`src/rtl/ahb_pkg.sv`:
```
// Shared AHB-Lite encodings and port indices for the dual-port code ROM arbiter.
package ahb_pkg;

    typedef enum logic [1:0] {
        IDLE   = 2'b00,
        BUSY   = 2'b01,
        NONSEQ = 2'b10,
        SEQ    = 2'b11
    } htrans_e;

    localparam int PORT_I = 0;
    localparam int PORT_D = 1;

    // Only NONSEQ and SEQ carry an address phase that must be served.
    function automatic logic is_xfer(input logic [1:0] htrans);
        return htrans_e'(htrans) inside {NONSEQ, SEQ};
    endfunction

endpackage

```
`src/rtl/ahb_rom_arbiter_if.sv`:
```
// One AHB-Lite slave port as seen by the ROM arbiter; instantiated once per bus.
interface ahb_rom_arbiter_if;

    logic        hsel;
    logic        hready;
    logic [31:0] haddr;
    logic [1:0]  htrans;
    logic        hwrite;
    logic [2:0]  hsize;
    logic [31:0] hwdata;
    logic        hreadyout;
    logic [31:0] hrdata;

    modport master (
        output hsel, hready, haddr, htrans, hwrite, hsize, hwdata,
        input  hreadyout, hrdata
    );

    modport slave (
        input  hsel, hready, haddr, htrans, hwrite, hsize, hwdata,
        output hreadyout, hrdata
    );

endinterface

```
`src/rtl/ahb_rom_port.sv`:
```
// Per-port request decode, one-deep stall buffer and read-data return for the shared ROM.
module ahb_rom_port
    import ahb_pkg::*;
#(
    parameter int ADDR_W = 13
) (
    input  logic              clk,
    input  logic              rst_n,
    ahb_rom_arbiter_if.slave  bus,
    input  logic [31:0]       rom_q,
    input  logic              grant,
    input  logic              is_winner,
    output logic              cand,
    output logic              cand_is_pend,
    output logic [ADDR_W-1:0] cand_addr
);

    logic              new_req;
    logic              lost;
    logic              pend;
    logic              dvalid;
    logic [ADDR_W-1:0] req_addr;
    logic [ADDR_W-1:0] pend_addr;
    logic              unused_bits;

    // Writes never reach the ROM; they complete with zero waits and zero data.
    assign new_req  = bus.hsel & bus.hready & is_xfer(bus.htrans) & ~bus.hwrite;
    assign req_addr = bus.haddr[ADDR_W+1:2];
    assign lost     = grant & new_req & ~is_winner;

    assign cand         = pend | new_req;
    assign cand_is_pend = pend;
    assign cand_addr    = pend ? pend_addr : req_addr;

    assign bus.hreadyout = ~pend;
    assign bus.hrdata    = dvalid ? rom_q : 32'h0;

    // NOTE: sequential state uses non-blocking assignments so every register
    // samples the pre-edge value of its neighbours, independent of block order.
    always_ff @(posedge clk) begin
        if (!rst_n) begin
            pend   <= 1'b0;
            dvalid <= 1'b0;
        end else begin
            dvalid <= is_winner;
            if (is_winner) begin
                pend <= 1'b0;
            end else if (lost) begin
                pend <= 1'b1;
            end
        end
    end

    // NOTE: pend_addr is deliberately left out of reset; it is only observed
    // while pend is set, and pend is always written together with it.
    always_ff @(posedge clk) begin
        if (lost) begin
            pend_addr <= req_addr;
        end
    end

    // Size, write data and the byte/upper address bits have no effect on a word ROM.
    assign unused_bits = ^{bus.hsize, bus.hwdata, bus.haddr[31:ADDR_W+2], bus.haddr[1:0]};

    // A stalled request always wins the next cycle, so a wait never repeats.
    a_single_wait: assert property (@(posedge clk) disable iff (!rst_n) pend |=> !pend);

endmodule

```
`src/rtl/ahb_rom_arbiter.sv`:
```
// Shares one synchronous single-port code ROM between the I-code and D-code AHB-Lite
// ports; a same-cycle conflict costs the loser exactly one wait state.
module ahb_rom_arbiter
    import ahb_pkg::*;
#(
    parameter int ADDR_W = 13,
    parameter int PRIO   = 1
) (
    input  logic              HCLK,
    input  logic              HRESETn,
    ahb_rom_arbiter_if.slave  p0,
    ahb_rom_arbiter_if.slave  p1,
    output logic [ADDR_W-1:0] rom_addr,
    output logic              rom_en,
    input  logic [31:0]       rom_q
);

    logic [1:0]        cand;
    logic [1:0]        cand_is_pend;
    logic [1:0]        winner;
    logic [ADDR_W-1:0] cand_addr [2];

    ahb_rom_port #(.ADDR_W(ADDR_W)) u_port_i (
        .clk          (HCLK),
        .rst_n        (HRESETn),
        .bus          (p0),
        .rom_q        (rom_q),
        .grant        (rom_en),
        .is_winner    (winner[PORT_I]),
        .cand         (cand[PORT_I]),
        .cand_is_pend (cand_is_pend[PORT_I]),
        .cand_addr    (cand_addr[PORT_I])
    );

    ahb_rom_port #(.ADDR_W(ADDR_W)) u_port_d (
        .clk          (HCLK),
        .rst_n        (HRESETn),
        .bus          (p1),
        .rom_q        (rom_q),
        .grant        (rom_en),
        .is_winner    (winner[PORT_D]),
        .cand         (cand[PORT_D]),
        .cand_is_pend (cand_is_pend[PORT_D]),
        .cand_addr    (cand_addr[PORT_D])
    );

    // A pending port beats a new one, which bounds every stall to a single cycle.
    always_comb begin
        // NOTE: defaulting winner first keeps this block free of inferred latches.
        winner = 2'b00;
        if (cand[PORT_I] && cand[PORT_D]) begin
            if (cand_is_pend[PORT_I]) begin
                winner[PORT_I] = 1'b1;
            end else if (cand_is_pend[PORT_D]) begin
                winner[PORT_D] = 1'b1;
            end else if (PRIO == PORT_D) begin
                winner[PORT_D] = 1'b1;
            end else begin
                winner[PORT_I] = 1'b1;
            end
        end else begin
            winner = cand;
        end
    end

    assign rom_en = |cand;

    always_comb begin
        rom_addr = '0;
        if (winner[PORT_D]) begin
            rom_addr = cand_addr[PORT_D];
        end else if (winner[PORT_I]) begin
            rom_addr = cand_addr[PORT_I];
        end
    end

    a_one_winner: assert property (@(posedge HCLK) disable iff (!HRESETn) $onehot0(winner));

endmodule

```
`src/flat_wrapper.sv`:
```
// flat-port wrapper written by rule: the top's interface ports become plain ports
module ahb_rom_arbiter_flat import ahb_pkg::*;
#(
    parameter int ADDR_W = 13,
    parameter int PRIO   = 1
)
  (HCLK, HRESETn, rom_addr, rom_en, rom_q, p0_hsel, p0_hready, p0_haddr, p0_htrans, p0_hwrite, p0_hsize, p0_hwdata, p0_hreadyout, p0_hrdata, p1_hsel, p1_hready, p1_haddr, p1_htrans, p1_hwrite, p1_hsize, p1_hwdata, p1_hreadyout, p1_hrdata);
  ahb_rom_arbiter_if p0_i ();
  ahb_rom_arbiter_if p1_i ();
  input  logic HCLK;
  input  logic HRESETn;
  output logic [ADDR_W-1:0] rom_addr;
  output logic rom_en;
  input  logic [31:0] rom_q;
  input wire logic [$bits(p0_i.hsel)-1:0] p0_hsel;
  input wire logic [$bits(p0_i.hready)-1:0] p0_hready;
  input wire logic [$bits(p0_i.haddr)-1:0] p0_haddr;
  input wire logic [$bits(p0_i.htrans)-1:0] p0_htrans;
  input wire logic [$bits(p0_i.hwrite)-1:0] p0_hwrite;
  input wire logic [$bits(p0_i.hsize)-1:0] p0_hsize;
  input wire logic [$bits(p0_i.hwdata)-1:0] p0_hwdata;
  output wire logic [$bits(p0_i.hreadyout)-1:0] p0_hreadyout;
  output wire logic [$bits(p0_i.hrdata)-1:0] p0_hrdata;
  input wire logic [$bits(p1_i.hsel)-1:0] p1_hsel;
  input wire logic [$bits(p1_i.hready)-1:0] p1_hready;
  input wire logic [$bits(p1_i.haddr)-1:0] p1_haddr;
  input wire logic [$bits(p1_i.htrans)-1:0] p1_htrans;
  input wire logic [$bits(p1_i.hwrite)-1:0] p1_hwrite;
  input wire logic [$bits(p1_i.hsize)-1:0] p1_hsize;
  input wire logic [$bits(p1_i.hwdata)-1:0] p1_hwdata;
  output wire logic [$bits(p1_i.hreadyout)-1:0] p1_hreadyout;
  output wire logic [$bits(p1_i.hrdata)-1:0] p1_hrdata;
  assign p0_i.hsel = p0_hsel;
  assign p0_i.hready = p0_hready;
  assign p0_i.haddr = p0_haddr;
  assign p0_i.htrans = p0_htrans;
  assign p0_i.hwrite = p0_hwrite;
  assign p0_i.hsize = p0_hsize;
  assign p0_i.hwdata = p0_hwdata;
  assign p0_hreadyout = p0_i.hreadyout;
  assign p0_hrdata = p0_i.hrdata;
  assign p1_i.hsel = p1_hsel;
  assign p1_i.hready = p1_hready;
  assign p1_i.haddr = p1_haddr;
  assign p1_i.htrans = p1_htrans;
  assign p1_i.hwrite = p1_hwrite;
  assign p1_i.hsize = p1_hsize;
  assign p1_i.hwdata = p1_hwdata;
  assign p1_hreadyout = p1_i.hreadyout;
  assign p1_hrdata = p1_i.hrdata;
  ahb_rom_arbiter #(.ADDR_W(ADDR_W), .PRIO(PRIO)) u_core (.HCLK(HCLK), .HRESETn(HRESETn), .p0(p0_i), .p1(p1_i), .rom_addr(rom_addr), .rom_en(rom_en), .rom_q(rom_q));
endmodule
```
`config.mk`:
```
export PLATFORM = sky130hd
export DESIGN_NAME = ahb_rom_arbiter_flat
export DESIGN_NICKNAME = d
export VERILOG_FILES = /design/src/rtl/ahb_pkg.sv /design/src/rtl/ahb_rom_arbiter_if.sv /design/src/rtl/ahb_rom_port.sv /design/src/rtl/ahb_rom_arbiter.sv /design/src/flat_wrapper.sv
export SDC_FILE = /design/constraint.sdc
export NUM_CORES = 1
export LEC_CHECK = 0
export CORE_AREA = 2 2 100 102
export DETAILED_ROUTE_END_ITERATION = 8
export DIE_AREA = 0 0 102 104
export GPL_ROUTABILITY_DRIVEN = 0
export GPL_TIMING_DRIVEN = 0
export HOLD_SLACK_MARGIN = 0.08
export MAX_ROUTING_LAYER = met4
export PLACE_DENSITY = 0.67
export SLEW_MARGIN = 20
export SYNTH_ARGS = -nofsm -noshare
export SYNTH_HDL_FRONTEND = slang
export SYNTH_SLANG_ARGS = --single-unit
export TNS_END_PERCENT = 50
```
`constraint.sdc`:
```
create_clock -name HCLK -period 7.25 [get_ports HCLK]
set_input_delay 1.45 -clock HCLK [delete_from_list [all_inputs] [get_ports HCLK]]
set_output_delay 1.45 -clock HCLK [all_outputs]
set_load 0.01 [all_outputs]
```
After elaboration in Yosys (flattened, before gate mapping). Cells that the tools add are included.

Output and inout port bits: 80. Register bits: 30. Logic and storage cells: 44.

Reductions and logical operators: 6. Mux-type cells: 9. Bitwise operators: 19. Eq/ne operators: 4.

Operator list (number): $mux W32 (2); $mux W13 (4); $and A1 B1 Y1 (10); $eq A2 B2 Y1 const B (4); $not A1 Y1 (7); $reduce_or A2 Y1 (3); $reduce_bool A2 Y1 (2); $mux W1 (2); $mux W2 (1); $or A1 B1 Y1 (2); $logic_and A1 B1 Y1 (1).

Depth between registers and ports, before layout.
Depth after elaboration: 9. Depth in mapped cells: 5.

Modules after synthesis. A second synthesis with hierarchy kept.

Cells, all modules: 166. Area, all modules: 1995.7 sq um.

Modules (own cells, without submodules): ahb_rom_port (cells an instance 73, instances 2, seq. area each 430.4 sq um, area each 899.6 sq um); ahb_rom_arbiter (cells an instance 20, instances 1, seq. area each 0.0 sq um, area each 196.4 sq um).

Least setup slack after synthesis. Ideal clock, no wire load.

Path kind: input port to output port. From: input port p1_hwrite. To: output port rom_addr[10]. Slack: 3.469 ns. Arrival time: 2.331 ns. Cell stages on the path: 4. Data required time: 5.800 ns. Buffers on the path: 1. Cell sequence: nand4b_4 -> and4_4 -> buf_6 -> a221o_1.

Longest elaborated chain between the ends: 7.

Ends and longest elaborated chain: start: declaration (line flat_wrapper.sv:28) `input wire logic [$bits(p1_i.hwrite)-1:0] p1_hwrite;`; $not A1 Y1 (*) (line ahb_rom_port.sv:27) `assign new_req = bus.hsel & bus.hready & is_xfer(bus.htrans) & ~bus.hwrite;`; $and A1 B1 Y1 (*) (line ahb_rom_port.sv:27); $or A1 B1 Y1 (*) (line ahb_rom_port.sv:31) `assign cand = pend | new_req;`; $logic_and A1 B1 Y1 (line ahb_rom_arbiter.sv:51) `if (cand[PORT_I] && cand[PORT_D]) begin`; $mux W2 (*) (line ahb_rom_arbiter.sv:51); $mux W13 (line ahb_rom_arbiter.sv:72) `end else if (winner[PORT_I]) begin`; $mux W13 (*) (line ahb_rom_arbiter.sv:70) `if (winner[PORT_D]) begin`; end: declaration (line flat_wrapper.sv:12) `output logic [ADDR_W-1:0] rom_addr;`.

Mark *: on every way between the ends. The rest lies on a longest branch, timed or not.

Worst setup path after layout.
From: input port p1_hready. To: output port rom_addr[9].

Longest elaborated chain between the ends: 8.

Ends and longest elaborated chain: start: declaration (line flat_wrapper.sv:25) `input wire logic [$bits(p1_i.hready)-1:0] p1_hready;`; $and A1 B1 Y1 (*) (3 in a row) (line ahb_rom_port.sv:27); $or A1 B1 Y1 (*) (line ahb_rom_port.sv:31); $logic_and A1 B1 Y1 (line ahb_rom_arbiter.sv:51); $mux W2 (*) (line ahb_rom_arbiter.sv:51); $mux W13 (line ahb_rom_arbiter.sv:72); $mux W13 (*) (line ahb_rom_arbiter.sv:70).

Marks and branches as above.

==> results.json <==
{
  "status": "completed",
  "p_total_w": 0.000384,
  "muxShareOfSynthArea_pct": 6.97,
  "layout_common_cells": "clkdlybuf4s50_1, and2_1, edfxtp_1",
  "p_comb_share_pct": 18.4,
  "cp-start-kind": "input port",
  "postCtsResizedCells": 0,
  "grt_pass1_vias": 1983,
  "totalWireLength_mm": 7.94,
  "r2r-start": "u_core.u_port_d.cand_is_pend",
  "layout.nets": 497,
  "synth_fa_ha_area_share_pct": 0,
  "h-tree-depth": 2,
  "ant_nets": 0,
  "cp.required_ns": 5.80,
  "min_period_over_period_pct": 66.2,
  "vias_per_cell": 3.98,
  "power_density_mw_per_mm2": 105,
  "setup_viol": 0,
  "cts_hold_buf": 0,
  "final_hold_viol_count": 0,
  "ys_types": 24,
  "syn_to_final_growth_pct": 95.4,
  "reg2regPathDepth": 6,
  "insertion_delay_ns": 0.28,
  "synth-seq-cells": 30,
  "slew_headroom_pct": 51.6,
  "tns_ns": 0,
  "rsz0062_at_grt": "false",
  "fmax_mhz": 209,
  "worstPathArrival_ns": 3.35,
  "min_period_ns": 4.80,
  "worst_slew_pin_slew_ns": 0.726,
  "nFillCells": 984,
  "ys_seq_area_share_pct": 46.1,
  "grt_pass1_wl_mm": 11.6,
  "die_h_um": 104,
  "pwr-share-clk_pct": 32.6,
  "synth_xor_area_share_pct": 0,
  "worstHoldEndpoint": "u_core.u_port_i.dvalid",
  "cts_setup_buffers": 0,
  "power.leakage_nw": 1.26,
  "postSynthAreaPerCell_um2": 11.4,
  "synth_compound_area_share_pct": 13.1,
  "final_common_cell": "clkdlybuf4s50_1",
  "end_kind": "output pin",
  "post-route-util_pct": 38.2,
  "hpwl_mm": 6.88,
  "ioPinCount": 258,
  "syn_inst": 164,
  "grt_max_degree": 14,
  "clk_path_buf_depth": 2,
  "p_sw_w": 0.0000827,
  "numCtsBuffers": 5,
  "chipWidth_um": 102,
  "r2r_slack_ns": 5.24,
  "vias": 1879,
  "p_sw_share_pct": 21.6,
  "portBuffers": 147,
  "gr-total-overflow": 0,
  "grt_use_total_pct": 15.4,
  "syn-cell-area_mm2": 0.00187,
  "root_buffer": "clkbuf_8",
  "ys_top_cells_by_area": "edfxtp_1, and2_1, mux2i_1, a221o_1, a211oi_1",
  "first_iter_violations": 45,
  "dieArea_mm2": 0.0106,
  "pre_cts_ws_ns": 2.45,
  "peakVddDrop_mv": 0.0754,
  "layout-drive-gt1-share_pct": 7.21,
  "worstHoldPathType": "flop to flop",
  "fin_worst_skew_ns": 0.00376,
  "synth_top_family_by_area": "simple AND/OR/NAND/NOR gates",
  "min_from": "u_core.u_port_i.cand_is_pend",
  "final.setup.worst_slack_ns": 2.45,
  "cp_max_fo": 10,
  "cts.sinks": 30,
  "synth_fp_nets": 342,
  "cap_violations": 0,
  "yosysTopAreaCell": "edfxtp_1",
  "yosys_warnings": 0,
  "antenna_found_initial": 20,
  "seqPwrFrac_pct": 49.0,
  "drc": 0,
  "start_util_pct": 19.6,
  "whs_path_depth": 2,
  "r2r-end": "u_core.u_port_i.pend_addr[2]",
  "slew_viol_final": 0,
  "cts.clk_slew.worst_paths_ns": 0.06,
  "p_int_w": 0.000301,
  "crit_type": "input port to output pin",
  "dr.pass1.iters": 4,
  "wire_per_inst_um": 16.8,
  "core_mm2": 0.00955,
  "yosys.area_share.simple_pct": 26.7,
  "rows": 36,
  "cts_tree": "done",
  "synth_top_area_share_pct": 41.8
}
==> critical path, stage by stage <==
cell and delay (ns):
clkdlybuf4s50_1 0.51, nand4b_4 0.19, and4_4 0.26, buf_6 0.14, a221o_1 0.30, clkdlybuf4s50_1 0.49
==> state kept, by name (all words and copies together) (netlist names) <==
name	count
u_core.u_port_d.cand_is_pend	1
u_core.u_port_d.dvalid	1
u_core.u_port_d.pend_addr	13
u_core.u_port_i.cand_is_pend	1
u_core.u_port_i.dvalid	1
u_core.u_port_i.pend_addr	13
==> how the worst max path moves through the flow <==
stage	end	startpoint	slack (ns)
floorplan	rom_addr[10]	p1_hwrite	3.47
global placement	rom_addr[4]	p1_hready	2.45
detailed placement	rom_addr[4]	p1_hready	2.45
CTS	rom_addr[4]	p1_hready	2.44
global route	rom_addr[10]	p1_hready	2.38
finish	rom_addr[9]	p1_hready	2.45
==> cells in the mapped netlist <==
library cell	instances
nand4b_4	1
edfxtp_1	26
buf_6	2
and4b_1	1
and2_1	66
nor3_1	1
and4_4	1
dlymetal6s2s_1	1
clkbuf_8	5
nand4b_1	1
a211oi_1	13
inv_1	1
nor2_1	2
clkbuf_1	6
inv_2	1
nand2_1	1
and3_1	1
dfxtp_1	4
a221o_1	10
a21boi_0	1
nand3_1	2
a21oi_1	1
a221o_2	3
mux2i_1	13
==> per-stage QoR <==
stage	instance area, um2	cells	hold WS (ns)
floorplan	1870	164	0.603
global placement	3510	444	0.632
detailed placement	3520	445	0.628
CTS	3600	452	0.650
global route	3650	472	0.724
finish	3650	472	0.662
==> layer usage <==
metal | vias to the layer above | global-route usage, % | part of all wire, %
met5 | - | - | 0
li1 | 941 | - | -
met3 | 9 | 17.2 | 24
met1 | 829 | 15.7 | 36
met2 | 100 | 19.6 | 39
met4 | 0 | 3.14 | 0.93
==> layout make-up <==
| cell class | count | area (um2) | share of cell area [%] |
|---|---|---|---|
| clock buffers | 5 | 68.8 | 1.89 |
| well taps | 133 | 166 | 4.56 |
| clock inverters | 2 | 10.0 | 0.274 |
| flip-flops and latches | 30 | 861 | 23.6 |
| inverters | 2 | 7.51 | 0.206 |
| plain buffers | 14 | 126 | 3.46 |
| repair buffers | 148 | 1480 | 40.5 |
| multi-input cells | 118 | 881 | 24.1 |
| diodes | 20 | 50.0 | 1.37 |
==> power groups by stage <==
stage / Clock (W) / Combinational (W) / Sequential [W]
final: 0.000125 / 0.0000706 / 0.000188
after global routing: 0.000135 / 0.0000763 / 0.000188
after CTS: 0.000130 / 0.0000718 / 0.000188
after detailed placement: 0 / 0.0000715 / 0.000192
after global placement: 0 / 0.0000696 / 0.000192
after floorplan: 0 / 0.0000154 / 0.000192
==> logic make-up (layout without fill, tap and decap cells) <==
logic type	after synthesis	after routing
DFF	30	30
other	0	20
muxes	13	13
AOI/OAI and AO/OA	28	28
buffers and inverters	16	171
and+or+nand+nor	77	77
Note: power is estimated with default switching activity, not from simulation.
